$ cat src/rtl/freq_bcd_conv.sv
// ---------------------------------------------------------------------------
// freq_bcd_conv
// Converts a 32-bit unsigned binary frequency (Hz) into ten packed BCD digits
// using sequential double-dabble, one shift per clock. The displayed result
// (bcd_o / digit_cnt_o) is held stable for the whole conversion and only
// updates on the finishing edge, so a display can read it at any time.
//
// Ports
//    clk_i        : clock, all state changes on its rising edge
//    rst_i        : synchronous active-high reset
//    freq_i[31:0] : binary frequency to convert
//    start_i      : single-cycle conversion request
//    bcd_o[39:0]  : ten BCD digits, [3:0] units ... [39:36] 10^9
//    digit_cnt_o  : number of significant digits (1..10)
//    busy_o       : high while a conversion is running
//    done_o       : one-cycle pulse when bcd_o / digit_cnt_o update
// ---------------------------------------------------------------------------
module freq_bcd_conv (
   input  logic        clk_i,
   input  logic        rst_i,
   input  logic [31:0] freq_i,
   input  logic        start_i,
   output logic [39:0] bcd_o,
   output logic [3:0]  digit_cnt_o,
   output logic        busy_o,
   output logic        done_o
);

   typedef enum logic [1:0] {IDLE, SHIFT, DONE} state_t;

   state_t      r_state;
   logic [31:0] r_bin;
   logic [39:0] r_scratch;
   logic [4:0]  r_count;
   logic [39:0] r_bcd;
   logic [3:0]  r_digit_cnt;
   logic        r_busy;
   logic        r_done;
   logic        r_pend;
   logic [31:0] r_pend_val;

   state_t      w_state_nxt;
   logic [31:0] w_bin_nxt;
   logic [39:0] w_scratch_nxt;
   logic [4:0]  w_count_nxt;
   logic [39:0] w_bcd_nxt;
   logic [3:0]  w_digit_cnt_nxt;
   logic        w_busy_nxt;
   logic        w_done_nxt;
   logic        w_pend_nxt;
   logic [31:0] w_pend_val_nxt;

   logic [39:0] w_adj;
   logic [3:0]  w_digits;

   // Double-dabble correction: every scratch digit of 5 or more gets +3 so
   // that the following left shift carries correctly into the next digit.
   always_comb begin
      w_adj = r_scratch;
      for (int i = 0; i < 10; i++) begin
         if (r_scratch[4*i +: 4] >= 4'd5)
            w_adj[4*i +: 4] = r_scratch[4*i +: 4] + 4'd3;
      end
   end

   // Significant digit count: position of the highest nonzero digit plus one,
   // falling back to 1 so that a zero result still shows a single "0".
   always_comb begin
      w_digits = 4'd1;
      for (int i = 0; i < 10; i++) begin
         if (r_scratch[4*i +: 4] != 4'd0)
            w_digits = 4'(i + 1);
      end
   end

   // Next-state and output logic. Everything holds by default; done is a
   // pulse so it defaults low. A start while busy is parked in the pending
   // register (latest request wins) and picked up at the DONE edge, where a
   // start arriving on that very edge takes priority over the parked value.
   always_comb begin
      w_state_nxt     = r_state;
      w_bin_nxt       = r_bin;
      w_scratch_nxt   = r_scratch;
      w_count_nxt     = r_count;
      w_bcd_nxt       = r_bcd;
      w_digit_cnt_nxt = r_digit_cnt;
      w_busy_nxt      = r_busy;
      w_done_nxt      = 1'b0;
      w_pend_nxt      = r_pend;
      w_pend_val_nxt  = r_pend_val;

      case (r_state)
         IDLE: begin
            if (start_i) begin
               w_bin_nxt     = freq_i;
               w_scratch_nxt = 40'd0;
               w_count_nxt   = 5'd0;
               w_busy_nxt    = 1'b1;
               w_state_nxt   = SHIFT;
            end
         end

         SHIFT: begin
            w_scratch_nxt = {w_adj[38:0], r_bin[31]};
            w_bin_nxt     = {r_bin[30:0], 1'b0};
            w_count_nxt   = r_count + 5'd1;
            if (r_count == 5'd31)
               w_state_nxt = DONE;
            if (start_i) begin
               w_pend_nxt     = 1'b1;
               w_pend_val_nxt = freq_i;
            end
         end

         DONE: begin
            w_bcd_nxt       = r_scratch;
            w_digit_cnt_nxt = w_digits;
            w_done_nxt      = 1'b1;
            if (start_i || r_pend) begin
               w_bin_nxt     = start_i ? freq_i : r_pend_val;
               w_scratch_nxt = 40'd0;
               w_count_nxt   = 5'd0;
               w_pend_nxt    = 1'b0;
               w_busy_nxt    = 1'b1;
               w_state_nxt   = SHIFT;
            end else begin
               w_busy_nxt  = 1'b0;
               w_state_nxt = IDLE;
            end
         end

         default: begin
            w_state_nxt = IDLE;
            w_busy_nxt  = 1'b0;
         end
      endcase
   end

   // State register. Reset wins over everything, including a start on the
   // same edge, and aborts any conversion in flight without a done pulse.
   always_ff @(posedge clk_i) begin
      if (rst_i) begin
         r_state     <= IDLE;
         r_bin       <= 32'd0;
         r_scratch   <= 40'd0;
         r_count     <= 5'd0;
         r_bcd       <= 40'd0;
         r_digit_cnt <= 4'd1;
         r_busy      <= 1'b0;
         r_done      <= 1'b0;
         r_pend      <= 1'b0;
         r_pend_val  <= 32'd0;
      end else begin
         r_state     <= w_state_nxt;
         r_bin       <= w_bin_nxt;
         r_scratch   <= w_scratch_nxt;
         r_count     <= w_count_nxt;
         r_bcd       <= w_bcd_nxt;
         r_digit_cnt <= w_digit_cnt_nxt;
         r_busy      <= w_busy_nxt;
         r_done      <= w_done_nxt;
         r_pend      <= w_pend_nxt;
         r_pend_val  <= w_pend_val_nxt;
      end
   end

   assign bcd_o       = r_bcd;
   assign digit_cnt_o = r_digit_cnt;
   assign busy_o      = r_busy;
   assign done_o      = r_done;

endmodule

$ cat config.mk
export PLATFORM = sky130hd
export DESIGN_NAME = freq_bcd_conv
export DESIGN_NICKNAME = d
export VERILOG_FILES = /design/src/rtl/freq_bcd_conv.sv
export SDC_FILE = /design/constraint.sdc
export NUM_CORES = 1
export LEC_CHECK = 0
export CORE_MARGIN = 2
export CORE_UTILIZATION = 45
export CTS_BUF_LIST = sky130_fd_sc_hd__clkbuf_4 sky130_fd_sc_hd__clkbuf_8 sky130_fd_sc_hd__clkbuf_16
export DETAILED_ROUTE_END_ITERATION = 8
export GPL_TIMING_DRIVEN = 0
export PLACE_DENSITY_LB_ADDON = 0.25
export SYNTH_ARGS = -nofsm -noshare
export SYNTH_HDL_FRONTEND = slang
export SYNTH_SLANG_ARGS = --single-unit
$ cat constraint.sdc
create_clock -name clk_i -period 2.6 [get_ports clk_i]
set_clock_uncertainty 0.2 [all_clocks]
set_input_delay 0.39 -clock clk_i [delete_from_list [all_inputs] [get_ports clk_i]]
set_output_delay 0.39 -clock clk_i [all_outputs]
set_load 0.01 [all_outputs]
==> flow_summary.toml, run 1 <==
[status]
status = "finished, final reports clean"

[placed_design]
place.gp.congestion = 0.794
portBuffers = 79
pre_cts_slack_ns = -0.0346
dp.cells = 1132
placed_area_um2 = 8400
place_hpwl_um = 12500

[drt]
top_layer_used = "met4"
routed-wl-met2_um = 8630
drt-pass1-iter-count = 5
wl_per_cell_um = 15.4
wl_um = 17900
final_antenna_net_count = 0
viasPerCell = 5.53
dr_total_vias = 6445
met3_length_um = 820
drt-met1-wl_um = 8230
drt-initial-drc-count = 405
drcViolationCount = 0

[sta]
rsz0062_at_grt = "false"
finalCritPeriodShare_pct = 91.6
drv_slew = 0
setup_tns_ns = 0
fin_ws_ns = 0.218
fmax_mhz = 420
fin_crit_ns = 2.38
worstMarginPinSlew_ns = 0.790
setup_viol = 0
hold_viol = 0
relSlewSlack_pct = 46.6

[setup_path]
rrSetupSlack_ns = 0.22
cp_slowest_cell = "clkbuf_1"
start_kind = "flip-flop"
path_class = "reg2reg"
reg2regPathDepth = 7
arrival_ns = 2.47
cpPeakStageDelay_ns = 0.41
endpoint_kind = "flip-flop"
critical_path.cell_chain = "inv_1, ha_1, clkbuf_1, nand2_2, buf_2, a22oi_1, a211oi_1"
path_depth = 7
cp_top_family = "buffers and inverters"
crit_fanout = 10
cp_data_required_time_ns = 2.69
worst-path-buf-inv = 3

[global_routing]
grt_antenna_before_repair = 0
grt.overflow.total = 0
track_usage_pct = 20.7
grt_start_max_net_pins = 17
grt_pass1_vias = 6042
grt_pass1_wl_um = 29500

[layout]
final_cells = 1165
diodes = 0
finish.utilization_pct = 56.7
drive_gt1_share_pct = 6.64
area_growth_pct = 22.7
final_nets = 998
finalInstanceArea_um2 = 9000

[clock_network]
clk_latency_ns = 0.43
tritoncts = "yes"
root_buffer = "clkbuf_16"
postCtsHoldBufs = 0
cts_buffers = 17
htree_levels = 4
cts.sinks = 158
cts_buffer_depth = 2
clk_pin_slew_ns = 0.06

[synth]
avgSynthCellArea_um2 = 8.77
ys_types = 40
yosysWarnings = 0
synth_top_family_by_area = "compound AO/OA/AOI/OAI gates"
yosys-top-cells-area = "dfxtp_1, mux2i_1, a21oi_1"
synth.most_common_cell = "dfxtp_1"
syn_inst = 837
synth-xor-area-share_pct = 1.19
synth_fp_nets = 898
synth_simple_gate_area_share_pct = 14.5
netlist.top_cell.by_area = "dfxtp_1"
netlist_area_um2 = 7340
synth.mux.area_fraction_pct = 7.11
yosys.area_share.adder_pct = 4.43
ys_ff_latch = 158
synth.top_cell.area_share_pct = 43.1
ys_seq_area_share_pct = 43.1
synth-compound-area-share_pct = 24.1
synth-async-reset-ratio_pct = 0
synthTopCellsByCount = "dfxtp_1, a21oi_1, nand2_1, nor2_1, a22o_1"
synth_edf_count = 0
ys.flop_type = "dfxtp_1"

[floorplan]
fp-row-count = 46
die_area_um2 = 17300
floorplan.initialDensity_pct = 46.2
die_h_um = 132
die_w_um = 132
io_pins = 81
core-area_um2 = 15900

[hold_path]
min_path_type = "reg2reg"
holdPathStages = 2

[power]
p_leak_nw = 3.29
irDropWorstVdd_uv = 622
p_per_area_nw_per_um2 = 641

[flow_run]
maxCapViolations = 0
[through the flow]
stage	power, mW	hold WS (ns)
finish	5.77	0.255
global route	6.01	0.271
CTS	5.81	0.256
detailed placement	3.34	0.249
global placement	3.33	0.243
floorplan	3.10	0.236
[worst min-delay path: stages, from the launching register on]
cell and delay (ns):
dfxtp_1 0.31, nand2_1 0.05, a21oi_1 0.05
[registers in the layout, summed over array words and instances (netlist names)]
register,flops
r_count,5
r_state,2
bcd_o,40
r_scratch,40
r_pend,1
r_pend_val,32
busy_o,1
done_o,1
r_bin,32
digit_cnt_o,4
[kinds of logic (layout without fill, tap and decap cells)]
family	Yosys count	in the layout
muxes	52	52
xor gates and xnor gates	10	10
and+or+nand+nor	225	225
adders and majority gates	26	26
buffers and inverters	98	210
DFF	158	158
AOI/OAI and AO/OA	268	268
[power breakdown]
group,internal (mW),leakage [nW],switching [mW]
Combinational,0.271,1.71,0.433
Sequential,2.53,1.28,0.0624
Clock,1.53,0.300,0.941
[repair_timing]
action / in CTS / in global routing
setup buffers: 2 / 0
pin swaps: 1 / 0
gates cloned: 0 / 0
hold endpoints to repair: 0 / 0
gates resized for setup: 0 / 1
setup endpoints to repair: 9 / 20
[routing by layer]
| layer | up-vias | global-route usage [%] |
|---|---|---|
| li1 | 3213 | - |
| met1 | 3038 | 26.5 |
| met2 | 171 | 34.1 |
| met3 | 23 | 4.51 |
| met4 | 0 | 7.97 |
| met5 | - | 0 |
[final timing paths]
check | endpoint | start
setup / recovery | r_bin[7] | r_state[1]
hold / removal | r_pend_val[4] | r_pend_val[4]
setup reg to reg | r_bin[7] | r_state[1]
hold reg to reg | r_pend_val[4] | r_pend_val[4]
[layout by cell type (no fill, tap or decap), types with 2 or more instances in the layout]
cell,n
buf_1,3
nor2_1,70
mux2i_1,51
ha_1,26
and3_1,12
a31oi_1,14
bufinv_16,2
a211oi_1,33
o21ai_0,26
nand4b_1,2
buf_6,2
buf_2,23
clkbuf_8,4
a22oi_1,28
buf_4,2
xnor2_1,10
nor2b_1,4
inv_1,29
a21oi_1,100
dfxtp_1,158
nand2_1,72
nand3_1,25
clkbuf_1,41
a22o_1,52
clkbuf_16,17
nor3b_1,15
nand2b_1,10
clkdlybuf4s50_1,79
nand4_1,5
o2bb2ai_1,9
nor3_1,2
clkinv_2,5
clkbuf_4,3
[layout make-up]
class | count | area [µm²]
repair buffers | 81 | 806
well taps | 216 | 270
fillers | 1483 | 6880
flip-flops and latches | 158 | 3160
multi-input cells | 581 | 3770
clock inverters | 7 | 85.1
clock buffers | 24 | 503
plain buffers | 69 | 303
inverters | 29 | 109
Note: power is estimated with default switching activity, not from simulation.
==> run 2, diff against run 1 <==
--- a/config.mk
+++ b/config.mk
@@ -5,7 +5,7 @@
 export SDC_FILE = /design/constraint.sdc
 export NUM_CORES = 1
 export LEC_CHECK = 0
-export CORE_MARGIN = 2
+export CORE_MARGIN = 1
 export CORE_UTILIZATION = 45
 export CTS_BUF_LIST = sky130_fd_sc_hd__clkbuf_4 sky130_fd_sc_hd__clkbuf_8 sky130_fd_sc_hd__clkbuf_16
 export DETAILED_ROUTE_END_ITERATION = 8
==> flow_summary.toml, run 2 (synthesis gave the netlist of run 1 again) <==
[status]
status = "finished, final reports clean"

[drt]
wl_per_cell_um = 15.3
drt-pass1-iter-count = 6
drcViolationCount = 0
viasPerCell = 5.47
dr_total_vias = 6365
drt-initial-drc-count = 373
wl_um = 17800
final_antenna_net_count = 0

[power]
p_per_area_nw_per_um2 = 645
total_power_mw = 5.81
irDropWorstVdd_uv = 499
p_leak_nw = 3.27

[setup_path]
arrival_ns = 2.44
r2r_end = "r_bin[31]"
path_class = "reg2reg"
endpoint_kind = "flip-flop"
crit_start = "r_state[1]"
crit_fanout = 11
cp_data_required_time_ns = 2.74
timing.rr.start = "r_state[1]"
reg2regPathDepth = 6
endpoint = "r_bin[31]"
start_kind = "flip-flop"
rrSetupSlack_ns = 0.30

[layout]
drive_gt1_share_pct = 6.44
area_growth_pct = 22.8
finalInstanceArea_um2 = 9010
final_nets = 996
final_cell_mix = "dfxtp_1, a21oi_1, clkdlybuf4s50_1"
finish.utilization_pct = 56.7
final_common_cell = "dfxtp_1"
final_cells = 1164

[sta]
drv_slew = 0
worstMarginPinSlew_ns = 0.784
finalCritPeriodShare_pct = 88.3
fmax_mhz = 436
hold_viol = 0
fin_crit_ns = 2.30
relSlewSlack_pct = 47.7
rsz0062_at_grt = "false"
setup_viol = 0
fin_ws_ns = 0.304

[clock_network]
cts.sinks = 158
clk_latency_ns = 0.43
cts.repair.resized = 0
htree_levels = 4
clk_pin_slew_ns = 0.06
tritoncts = "yes"
cts_buffer_depth = 2
root_buffer = "clkbuf_16"
cts_buffers = 17

[flow_run]
maxCapViolations = 0

[global_routing]
grt_pass1_vias = 5849
grt.overflow.total = 0
track_usage_pct = 22.0
grt_antenna_before_repair = 1
grt_start_max_net_pins = 17
grt_pass1_wl_um = 29100

[placed_design]
pre_cts_slack_ns = -0.0856
place_hpwl_um = 12300
place.gp.congestion = 0.802
portBuffers = 79
placed_area_um2 = 8400
dp.cells = 1132

[floorplan]
core-area_um2 = 15900
io_pins = 81
floorplan.initialDensity_pct = 46.2
die_h_um = 130
fp-row-count = 46
die_w_um = 130
die_area_um2 = 16800

[hold_path]
holdPathStages = 2
min_path_type = "reg2reg"
## run 2: cell count changes in the layout (fill, tap and decap cells not counted), sizes merged
| cell | before | now |
|---|---|---|
| buf | 30 | 29 |
| clkbuf | 65 | 62 |
| clkinv | 5 | 3 |
| clkinvlp | 0 | 4 |
| diode | 0 | 1 |
## run 2: what timing repair did
action                                  4_1_cts  5_1_grt
pin swaps                                     1        0
hold buffers                                  0        0
endpoints found under the setup margin        9       20
setup buffers                                 1        0
## run 2: how the worst min path moves through the flow
stage                         from              to  slack [ns]
floorplan            r_pend_val[0]   r_pend_val[0]        0.24
global placement    r_pend_val[11]  r_pend_val[11]        0.24
global route         r_pend_val[5]   r_pend_val[5]        0.27
detailed placement  r_pend_val[19]  r_pend_val[19]        0.25
finish              r_pend_val[17]  r_pend_val[17]        0.25
CTS                 r_pend_val[29]  r_pend_val[29]        0.26
## run 2: per-stage QoR
| step | hold WS, ns | TNS [ns] |
|---|---|---|
| 6_report | 0.254 | 0 |
| 5_1_grt | 0.270 | 0 |
| 4_1_cts | 0.255 | 0 |
| 3_5_place_dp | 0.247 | -0.448 |
| 3_3_place_gp | 0.244 | -0.0241 |
| 2_1_floorplan | 0.236 | 0 |
## run 2: critical path, stage by stage, from the launching register on
cell,delay [ns]
dfxtp_1,0.39
inv_1,0.08
ha_1,0.54
nor2b_1,0.46
a22o_1,0.20
a21oi_1,0.09
a211oi_1,0.25
## run 2: power by group
group          internal (mW)  total, mW  switching (mW)
Combinational          0.269      0.694           0.425
Sequential              2.53       2.59          0.0634
Clock                   1.53       2.52           0.989
## run 2: area by class of cell
cell class / instances / area (µm²)
Buffer: 68 / 299
Sequential cell: 158 / 3160
Clock inverter: 9 / 109
Clock buffer: 22 / 494
Timing Repair Buffer: 80 / 798
Inverter: 29 / 109
Fill cell: 1513 / 6880
Tap cell: 216 / 270
Multi-Input combinational cell: 581 / 3760
Antenna cell: 1 / 2.50
## run 2: per-layer routing
metal	up-vias	share of wire (%)	GRT usage, %
li1	3206	-	-
met1	2919	45	27.5
met2	208	47	36.6
met3	32	5.7	4.43
met4	0	2.0	9.85
met5	-	0	0
==> run 3, diff against run 2 <==
--- a/config.mk
+++ b/config.mk
@@ -10,6 +10,7 @@
 export CTS_BUF_LIST = sky130_fd_sc_hd__clkbuf_4 sky130_fd_sc_hd__clkbuf_8 sky130_fd_sc_hd__clkbuf_16
 export DETAILED_ROUTE_END_ITERATION = 8
 export GPL_TIMING_DRIVEN = 0
+export HOLD_SLACK_MARGIN = 0.05
 export PLACE_DENSITY_LB_ADDON = 0.25
 export SYNTH_ARGS = -nofsm -noshare
 export SYNTH_HDL_FRONTEND = slang
==> results of run 3 <==
Final layout, timing and power as in run 2 (identical DEF).
